## src/rtl/i2c_target_if.sv

```systemverilog
// i2c_target_if: bus-side and register-side signals of the I2C target.
//   slave  modport : the target itself (samples SCL/SDA and read data,
//                    drives SDA release/pull, register strobes and status).
//   master modport : the environment (bus controller and register space).
// Ports carried:
//   scl_in, sda_in      bus clock / data as seen on the wire (asynchronous)
//   sda_out             0 = pull SDA low, 1 = release
//   reg_addr            current register pointer (PTR_W bits)
//   reg_wdata, reg_we   write data and one-cycle write strobe
//   reg_rd, reg_rdata   one-cycle read strobe, data sampled on the next MCLK
//   busy, status        transaction activity and decoded phase
interface i2c_target_if #(
  parameter int unsigned PTR_W = 8
);
  logic             scl_in;
  logic             sda_in;
  logic             sda_out;
  logic [PTR_W-1:0] reg_addr;
  logic [7:0]       reg_wdata;
  logic             reg_we;
  logic             reg_rd;
  logic [7:0]       reg_rdata;
  logic             busy;
  logic [2:0]       status;

  modport slave (
    input  scl_in, sda_in, reg_rdata,
    output sda_out, reg_addr, reg_wdata, reg_we, reg_rd, busy, status
  );

  modport master (
    output scl_in, sda_in, reg_rdata,
    input  sda_out, reg_addr, reg_wdata, reg_we, reg_rd, busy, status
  );
endinterface

```

## src/rtl/i2c_target.sv

```systemverilog
// i2c_target: I2C responder in front of an external byte-addressed register
// space. Oversamples SCL/SDA on mclk, decodes START/STOP, the 7-bit address,
// a register pointer, write bytes and auto-incrementing read bytes, and
// drives SDA open-drain style.
// Ports:
//   mclk  system clock
//   srst  synchronous active-high reset
//   bus   i2c_target_if.slave (SCL/SDA, register strobe interface, status)
// Parameters:
//   ADDR   7-bit target address answered
//   PTR_W  register pointer width; the pointer wraps modulo 2^PTR_W
// Optional build macro:
//   I2CTGT_GLITCH_FILTER_EN  adds a 3-sample majority filter after the
//   synchronisers (2 extra cycles of latency, 1-cycle pulses rejected;
//   SCL phases must then be at least 6 mclk long instead of 4).
module i2c_target #(
  parameter logic [6:0]  ADDR  = 7'h68,
  parameter int unsigned PTR_W = 8
) (
  input logic         mclk,
  input logic         srst,
  i2c_target_if.slave bus
);

  localparam int unsigned CNT_W = 4;
  localparam logic [CNT_W-1:0] BYTE_BITS = CNT_W'(8);

  typedef enum logic [2:0] {
    T_IDLE,
    T_ADDR,
    T_PTR,
    T_WDATA,
    T_RDATA,
    T_IGNORE
  } state_t;

  // Input synchronisers
  logic [1:0] scl_sync;
  logic [1:0] sda_sync;

  always_ff @(posedge mclk) begin
    if (srst) begin
      scl_sync <= 2'b11;
      sda_sync <= 2'b11;
    end else begin
      scl_sync <= {scl_sync[0], bus.scl_in};
      sda_sync <= {sda_sync[0], bus.sda_in};
    end
  end

  logic scl_cur;
  logic sda_cur;

`ifdef I2CTGT_GLITCH_FILTER_EN
  // Majority of the newest synchronised sample and the two before it,
  // registered: a single-cycle pulse never wins the vote.
  logic [1:0] scl_hist;
  logic [1:0] sda_hist;
  logic       scl_flt;
  logic       sda_flt;

  function automatic logic maj3(input logic a, input logic b, input logic c);
    return (a & b) | (a & c) | (b & c);
  endfunction

  always_ff @(posedge mclk) begin
    if (srst) begin
      scl_hist <= 2'b11;
      sda_hist <= 2'b11;
      scl_flt  <= 1'b1;
      sda_flt  <= 1'b1;
    end else begin
      scl_hist <= {scl_hist[0], scl_sync[1]};
      sda_hist <= {sda_hist[0], sda_sync[1]};
      scl_flt  <= maj3(scl_sync[1], scl_hist[0], scl_hist[1]);
      sda_flt  <= maj3(sda_sync[1], sda_hist[0], sda_hist[1]);
    end
  end

  assign scl_cur = scl_flt;
  assign sda_cur = sda_flt;
`else
  assign scl_cur = scl_sync[1];
  assign sda_cur = sda_sync[1];
`endif

  // Previous conditioned sample, used for edge detection
  logic scl_prev;
  logic sda_prev;

  always_ff @(posedge mclk) begin
    if (srst) begin
      scl_prev <= 1'b1;
      sda_prev <= 1'b1;
    end else begin
      scl_prev <= scl_cur;
      sda_prev <= sda_cur;
    end
  end

  logic start_det;
  logic stop_det;
  logic scl_rise;
  logic scl_fall;

  assign start_det = scl_cur & scl_prev & sda_prev & ~sda_cur;
  assign stop_det  = scl_cur & scl_prev & ~sda_prev & sda_cur;
  assign scl_rise  = scl_cur & ~scl_prev;
  assign scl_fall  = ~scl_cur & scl_prev;

  // Protocol state
  state_t           state;
  logic [CNT_W-1:0] bit_cnt;
  logic [7:0]       shreg;
  logic [7:0]       txreg;
  logic             in_slot;
  logic             rnw;
  logic             rd_req;
  logic             sda_q;
  logic             busy_q;
  logic             we_q;
  logic             rd_q;
  logic [7:0]       wdata_q;
  logic [PTR_W-1:0] ptr;

  // Main protocol engine. START/STOP take priority over SCL edges.
  // bit_cnt counts SCL rises within the current byte; in_slot marks the
  // target-driven ACK slot of a byte the target received.
  always_ff @(posedge mclk) begin
    if (srst) begin
      state   <= T_IDLE;
      bit_cnt <= '0;
      shreg   <= '0;
      txreg   <= '1;
      in_slot <= 1'b0;
      rnw     <= 1'b0;
      rd_req  <= 1'b0;
      sda_q   <= 1'b1;
      busy_q  <= 1'b0;
      we_q    <= 1'b0;
      rd_q    <= 1'b0;
      wdata_q <= '0;
      ptr     <= '0;
    end else begin
      we_q   <= 1'b0;
      rd_q   <= 1'b0;
      rd_req <= 1'b0;

      // Post-write increment lands the cycle after the strobe
      if (we_q) begin
        ptr <= ptr + PTR_W'(1);
      end
      // Read data is captured the cycle after the read strobe
      if (rd_q) begin
        txreg <= bus.reg_rdata;
      end
      if (rd_req) begin
        rd_q <= 1'b1;
      end

      if (start_det) begin
        state   <= T_ADDR;
        bit_cnt <= '0;
        in_slot <= 1'b0;
        sda_q   <= 1'b1;
      end else if (stop_det) begin
        state   <= T_IDLE;
        bit_cnt <= '0;
        in_slot <= 1'b0;
        sda_q   <= 1'b1;
        busy_q  <= 1'b0;
      end else begin
        case (state)
          T_ADDR, T_PTR, T_WDATA: begin
            if (scl_rise && !in_slot && bit_cnt != BYTE_BITS) begin
              shreg   <= {shreg[6:0], sda_cur};
              bit_cnt <= bit_cnt + CNT_W'(1);
            end else if (scl_fall && in_slot) begin
              // Slot-closing fall: release ACK, move to the next phase
              in_slot <= 1'b0;
              sda_q   <= 1'b1;
              if (state == T_ADDR) begin
                if (rnw) begin
                  state <= T_RDATA;
                  sda_q <= txreg[7];
                  txreg <= {txreg[6:0], 1'b1};
                end else begin
                  state <= T_PTR;
                end
              end else if (state == T_PTR) begin
                state <= T_WDATA;
              end
            end else if (scl_fall && bit_cnt == BYTE_BITS) begin
              // Slot-opening fall after a full byte
              bit_cnt <= '0;
              case (state)
                T_ADDR: begin
                  if (shreg[7:1] == ADDR) begin
                    in_slot <= 1'b1;
                    sda_q   <= 1'b0;
                    busy_q  <= 1'b1;
                    rnw     <= shreg[0];
                    rd_q    <= shreg[0];
                  end else begin
                    state <= T_IGNORE;
                  end
                end
                T_PTR: begin
                  ptr     <= PTR_W'(shreg);
                  in_slot <= 1'b1;
                  sda_q   <= 1'b0;
                end
                default: begin
                  we_q    <= 1'b1;
                  wdata_q <= shreg;
                  in_slot <= 1'b1;
                  sda_q   <= 1'b0;
                end
              endcase
            end
          end

          T_RDATA: begin
            if (scl_fall) begin
              // bit_cnt==8: bit0 was sampled, hand SDA to the controller
              if (bit_cnt == BYTE_BITS) begin
                sda_q <= 1'b1;
              end else begin
                sda_q <= txreg[7];
                txreg <= {txreg[6:0], 1'b1};
              end
            end else if (scl_rise) begin
              if (bit_cnt == BYTE_BITS) begin
                // 9th rise: controller ACK continues the burst
                bit_cnt <= '0;
                if (!sda_cur) begin
                  ptr    <= ptr + PTR_W'(1);
                  rd_req <= 1'b1;
                end else begin
                  state <= T_IGNORE;
                end
              end else begin
                bit_cnt <= bit_cnt + CNT_W'(1);
              end
            end
          end

          default: begin
            sda_q <= 1'b1;
          end
        endcase
      end
    end
  end

  // Status decode, registered
  logic [2:0] status_q;

  always_ff @(posedge mclk) begin
    if (srst) begin
      status_q <= 3'd0;
    end else if (in_slot || (state == T_RDATA && bit_cnt == BYTE_BITS)) begin
      status_q <= 3'd5;
    end else begin
      case (state)
        T_ADDR:   status_q <= 3'd1;
        T_PTR:    status_q <= 3'd2;
        T_WDATA:  status_q <= 3'd3;
        T_RDATA:  status_q <= 3'd4;
        T_IGNORE: status_q <= 3'd7;
        default:  status_q <= 3'd0;
      endcase
    end
  end

  // SDA is released as soon as reset is asserted, not one edge later
  assign bus.sda_out   = sda_q | srst;
  assign bus.reg_addr  = ptr;
  assign bus.reg_wdata = wdata_q;
  assign bus.reg_we    = we_q;
  assign bus.reg_rd    = rd_q;
  assign bus.busy      = busy_q;
  assign bus.status    = status_q;

endmodule

```

## src/flat_wrapper.sv

```systemverilog
// flat-port wrapper written by rule: the top's interface ports become plain ports
module i2c_target_flat 
#(
  parameter logic [6:0]  ADDR  = 7'h68,
  parameter int unsigned PTR_W = 8
)
  (mclk, srst, bus_scl_in, bus_sda_in, bus_reg_rdata, bus_sda_out, bus_reg_addr, bus_reg_wdata, bus_reg_we, bus_reg_rd, bus_busy, bus_status);
  i2c_target_if #(.PTR_W(PTR_W)) bus_i ();
  input logic mclk;
  input logic srst;
  input wire logic [$bits(bus_i.scl_in)-1:0] bus_scl_in;
  input wire logic [$bits(bus_i.sda_in)-1:0] bus_sda_in;
  input wire logic [$bits(bus_i.reg_rdata)-1:0] bus_reg_rdata;
  output wire logic [$bits(bus_i.sda_out)-1:0] bus_sda_out;
  output wire logic [$bits(bus_i.reg_addr)-1:0] bus_reg_addr;
  output wire logic [$bits(bus_i.reg_wdata)-1:0] bus_reg_wdata;
  output wire logic [$bits(bus_i.reg_we)-1:0] bus_reg_we;
  output wire logic [$bits(bus_i.reg_rd)-1:0] bus_reg_rd;
  output wire logic [$bits(bus_i.busy)-1:0] bus_busy;
  output wire logic [$bits(bus_i.status)-1:0] bus_status;
  assign bus_i.scl_in = bus_scl_in;
  assign bus_i.sda_in = bus_sda_in;
  assign bus_i.reg_rdata = bus_reg_rdata;
  assign bus_sda_out = bus_i.sda_out;
  assign bus_reg_addr = bus_i.reg_addr;
  assign bus_reg_wdata = bus_i.reg_wdata;
  assign bus_reg_we = bus_i.reg_we;
  assign bus_reg_rd = bus_i.reg_rd;
  assign bus_busy = bus_i.busy;
  assign bus_status = bus_i.status;
  i2c_target #(.ADDR(ADDR), .PTR_W(PTR_W)) u_core (.mclk(mclk), .srst(srst), .bus(bus_i));
endmodule
```

## config.mk

```make
export PLATFORM = sky130hd
export DESIGN_NAME = i2c_target_flat
export DESIGN_NICKNAME = d
export VERILOG_FILES = /design/src/rtl/i2c_target_if.sv /design/src/rtl/i2c_target.sv /design/src/flat_wrapper.sv
export SDC_FILE = /design/constraint.sdc
export NUM_CORES = 1
export LEC_CHECK = 0
export CORE_AREA = 2 2 79 81
export CTS_BUF_LIST = sky130_fd_sc_hd__clkbuf_16
export DETAILED_ROUTE_END_ITERATION = 10
export DIE_AREA = 0 0 81 83
export HOLD_SLACK_MARGIN = 0.15
export PLACE_DENSITY = 0.69
export REMOVE_ABC_BUFFERS = 1
export SLEW_MARGIN = 15
export SYNTH_ARGS = -nofsm -noshare
export SYNTH_HDL_FRONTEND = slang
export SYNTH_SLANG_ARGS = --single-unit
export TNS_END_PERCENT = 100
```

## constraint.sdc

```tcl
create_clock -name mclk -period 2 [get_ports mclk]
set_input_delay 0.4 -clock mclk [delete_from_list [all_inputs] [get_ports mclk]]
set_output_delay 0.4 -clock mclk [all_outputs]
set_load 0.01 [all_outputs]
```

==> impl_results.md <==
* Worst Setup End Kind: flip-flop
* Post-layout min period at 1.959 ns
* Worst setup startpoint: u_core.bit_cnt[0]$_SDFFE_PP0P_
* Area growth from synthesis to layout at 27.31%
* Critical path data required time at 2.19 ns
* Clock-pin slew on the worst setup and hold paths at 0.07 ns
* Slew at the pin closest to its max-slew limit at 0.4941 ns
* Hold depth at 1
* Count of H-tree levels built during CTS at 2
* Peak Freq at 510.4 MHz
* CP startpoint kind: flip-flop
* Final Wtd Congestion at 0.9393
* Maximum buffer depth of the clock tree at 2
* Sequential cell fraction of total power at 48.8%
* Total CTS buffers at 5
* Core Util, Final at 63.19%
* Starting DRT DRC Count at 165
* Sequential area share after synthesis at 38.14%
* Peak supply drop at 492.5 uV
* Wire length per cell at 15.95 um
* Total leakage power at 1.445 nW
* IO Port Bufs at 34
* Power, Total at 2.356 mW
* Synth warnings at 0
* Antenna violations before repair at 0
* Number of different library cells in the post-synthesis netlist at 63
* Area of the core at 5816 um2
* HP Start: u_core.scl_sync[0]$_SDFF_PP1_
* # diodes at 0
* Ys flop type: dfxtp_1
* Largest fanout on the critical path at 4
* Buffer cell driving the clock tree root: clkbuf_16
* Maximum number of pins on one net before global-route repair at 18
* Critical-path cell list: inv_1, ha_2, nand3b_1, o31ai_1, a21oi_1, a31o_2, a22o_1
* Share of post-route cells with drive strength above 1 at 19.11%
* Final standard cell area without fillers at 3675 um2
* Worst hold path class: reg -> reg
* Clock power share at 36.6%
* Insertion delay to the later sink of the worst-skew pair at 0.29 ns
* Largest stage delay on the critical path at 0.44 ns
* Clock tree from TritonCTS: done
* Async S/R FF share, synth at 0%
* Switch share at 25.76%
* Ratio of final minimum period to clock period at 97.96%
* Final hold violations at 0
* DP Cell Count at 446
* HPWL after detailed placement at 5.286 mm
* Cell internal power dissipation at 1.749 mW
* Arrival time at the worst endpoint at 2.15 ns
* Number of top-level pins at 35
* Vias in the first global route at 2326
* Result of the run: completed
* Residual DRC count at 0
* Setup violators final at 0
* Max-capacitance violation count at 0
* Gate count of the mapped netlist at 321
* Initial core utilization at 49.63%
* Stages on worst setup path at 7
* Worst path bufs/invs at 1
* Average vias per placed instance at 5.711
* P_sw at 606.9 uW
* Final WL at 7.288 mm
* First-pass detailed-route iteration total at 4
* X dimension of the die at 81 um
* Slew Limit Fails at 0
* Sinks on Clock Net at 55
* Power Density at 641.2 nW/um2
* Setup repair after global routing missed its margin: true
* Slew Limit Headroom at 66.71%
* Total Routing Usage GR at 21.85%
* Count of non-filler cells in the finished layout at 457
* Slowest-stage cell, CP: o31ai_1
* Number of core rows at 28
* Worst flop-to-flop path startpoint: u_core.bit_cnt[0]$_SDFFE_PP0P_
* Chip Height at 83 um
* Hold slack at 0.4138 ns
* Antenna violation net count after detailed routing at 0
* Type of the worst setup path: reg -> reg
* Seq cells post-synth at 55
* Hold-fix buffers, CTS at 0
* Routed via count at 2610
* Remaining Overflow, GRT at 0
* Number of enable flip-flop cells after synthesis at 0
* Max Clock Skew at 0.004779 ns
* Wire length of the first global-routing pass at 11.67 mm
* Cell area after synthesis at 2887 um2
* Combinational fraction of design power at 14.7%
* Gate family responsible for the most delay along the worst path: compound AO/OA/AOI/OAI gates
* Full die area at 6723 um2
* Worst Reg-to-Reg Cells at 7
* Average instance area after synthesis at 8.992 um2
* Number of nets in the layout at 396
* Placement-stage cell area at 3482 um2
==> per-stage QoR <==
stage	setup TNS, ns	worst slack [ns]
4_1_cts	0	0.01118
3_5_place_dp	-0.6409	-0.1429
3_3_place_gp	-0.4387	-0.1322
6_report	0	0.04085
2_1_floorplan	0	0.1004
5_1_grt	-0.04213	-0.04069
==> layer usage <==
metal	GRT usage, %	share of wire [%]	routed length (um)
met3	4.348	6.7	485
met1	32.26	46	3356
met4	7.088	2.5	184
met2	31.63	45	3262
met5	0	0	0
==> cell type report <==
type | count | area [um2]
flip-flops and latches | 55 | 1102
repair buffers | 72 | 628.1
inverters | 7 | 26.28
clock inverters | 3 | 20.02
multi-input cells | 240 | 1679
fillers | 529 | 2141
clock buffers | 5 | 125.1
well taps | 75 | 93.84
==> synth_stat cells (2+ instances only) <==
| cell | number | area share [%] |
|---|---|---|
| a221oi_1 | 2 | 0.61 |
| nor3_1 | 3 | 0.52 |
| nor2_1 | 43 | 5.6 |
| xor2_1 | 10 | 3.0 |
| a32oi_1 | 4 | 1.2 |
| nand3_1 | 10 | 1.7 |
| xnor2_1 | 6 | 1.8 |
| nand3b_1 | 3 | 0.78 |
| o221ai_1 | 3 | 0.91 |
| nor3b_1 | 2 | 0.52 |
| nand4b_1 | 2 | 0.61 |
| nand2_1 | 19 | 2.5 |
| buf_1 | 2 | 0.26 |
| or3_1 | 4 | 0.87 |
| o2bb2ai_1 | 3 | 0.91 |
| dfxtp_1 | 55 | 38 |
| clkbuf_1 | 8 | 1.0 |
| buf_6 | 3 | 1.2 |
| and3_1 | 3 | 0.65 |
| buf_2 | 6 | 1.0 |
| o21ai_0 | 9 | 1.6 |
| o211ai_1 | 11 | 2.9 |
| or2_2 | 8 | 1.7 |
| and3b_1 | 2 | 0.61 |
| nand4_1 | 5 | 1.1 |
| inv_1 | 7 | 0.91 |
| ha_1 | 3 | 1.3 |
| nor2b_1 | 4 | 0.87 |
| a21oi_1 | 15 | 2.6 |
| o21ai_1 | 2 | 0.35 |
| and4_1 | 2 | 0.61 |
| mux2i_1 | 29 | 10 |
| o31ai_1 | 3 | 0.78 |
==> power by group through the flow <==
| stage | Clock, mW | Combinational (mW) | Sequential, mW |
|---|---|---|---|
| 2_1_floorplan | 0 | 0.173 | 1.18 |
| 3_3_place_gp | 0 | 0.334 | 1.17 |
| 3_5_place_dp | 0 | 0.336 | 1.17 |
| 4_1_cts | 0.869 | 0.337 | 1.15 |
| 5_1_grt | 0.913 | 0.373 | 1.15 |
| 6_report | 0.862 | 0.345 | 1.15 |
==> cells in the final DEF (no fill, tap or decap), types with 3 or more instances in the layout <==
cell type | Yosys | final
xor2_1 | 10 | 10
o211ai_1 | 11 | 11
buf_4 | 1 | 37
mux2i_1 | 29 | 29
o21ai_0 | 9 | 9
nor3_1 | 3 | 3
clkdlybuf4s50_1 | 0 | 33
nor2b_1 | 4 | 4
xnor2_1 | 6 | 6
a32oi_1 | 4 | 4
clkbuf_16 | 0 | 5
inv_1 | 7 | 7
nand3b_1 | 3 | 3
nor2_1 | 43 | 42
o2bb2ai_1 | 3 | 3
or2_2 | 8 | 8
nand2_1 | 19 | 19
a21oi_1 | 15 | 15
dfxtp_1 | 55 | 54
o31ai_1 | 3 | 3
nand3_1 | 10 | 10
nand4_1 | 5 | 5
and3_1 | 3 | 3
o221ai_1 | 3 | 3
or3_1 | 4 | 4
==> path summary, 6_finish.rpt <==
path / endpoint / slack [ns]
setup / recovery: u_core.bus.reg_addr[3]$_SDFF_PP0_ / 0.04
hold / removal: u_core.scl_sync[1]$_SDFF_PP1_ / 0.41
setup reg to reg: u_core.bus.reg_addr[3]$_SDFF_PP0_ / 0.04
hold reg to reg: u_core.scl_sync[1]$_SDFF_PP1_ / 0.41
==> sequential cells by signal (all words and copies together), names as in the netlist, 2 cells and up <==
signal / cells
u_core.bus.status: 3
u_core.scl_sync: 2
u_core.txreg: 8
u_core.bus.reg_addr: 8
u_core.bus.reg_wdata: 8
u_core.sda_sync: 2
u_core.state: 3
u_core.bit_cnt: 4
u_core.shreg: 8
==> what timing repair did <==
action | CTS | global route
gates resized for setup | 1 | 9
setup buffers | 0 | 2
pin swaps | 0 | 1
setup endpoints to repair | 1 | 20
cloned | 0 | 1
==> logic make-up (layout without fill, tap and decap cells) <==
| group | after synthesis | after routing | synth area share [%] |
|---|---|---|---|
| AOI/OAI and AO/OA | 72 | 72 | 18.51 |
| xor gates and xnor gates | 16 | 16 | 4.855 |
| adders and majority gates | 3 | 3 | 1.301 |
| buffers and inverters | 27 | 87 | 4.682 |
| DFF | 55 | 55 | 38.14 |
| muxes | 29 | 29 | 10.06 |
| and+or+nand+nor | 119 | 120 | 22.45 |
Power figures use the tool's default switching activity.
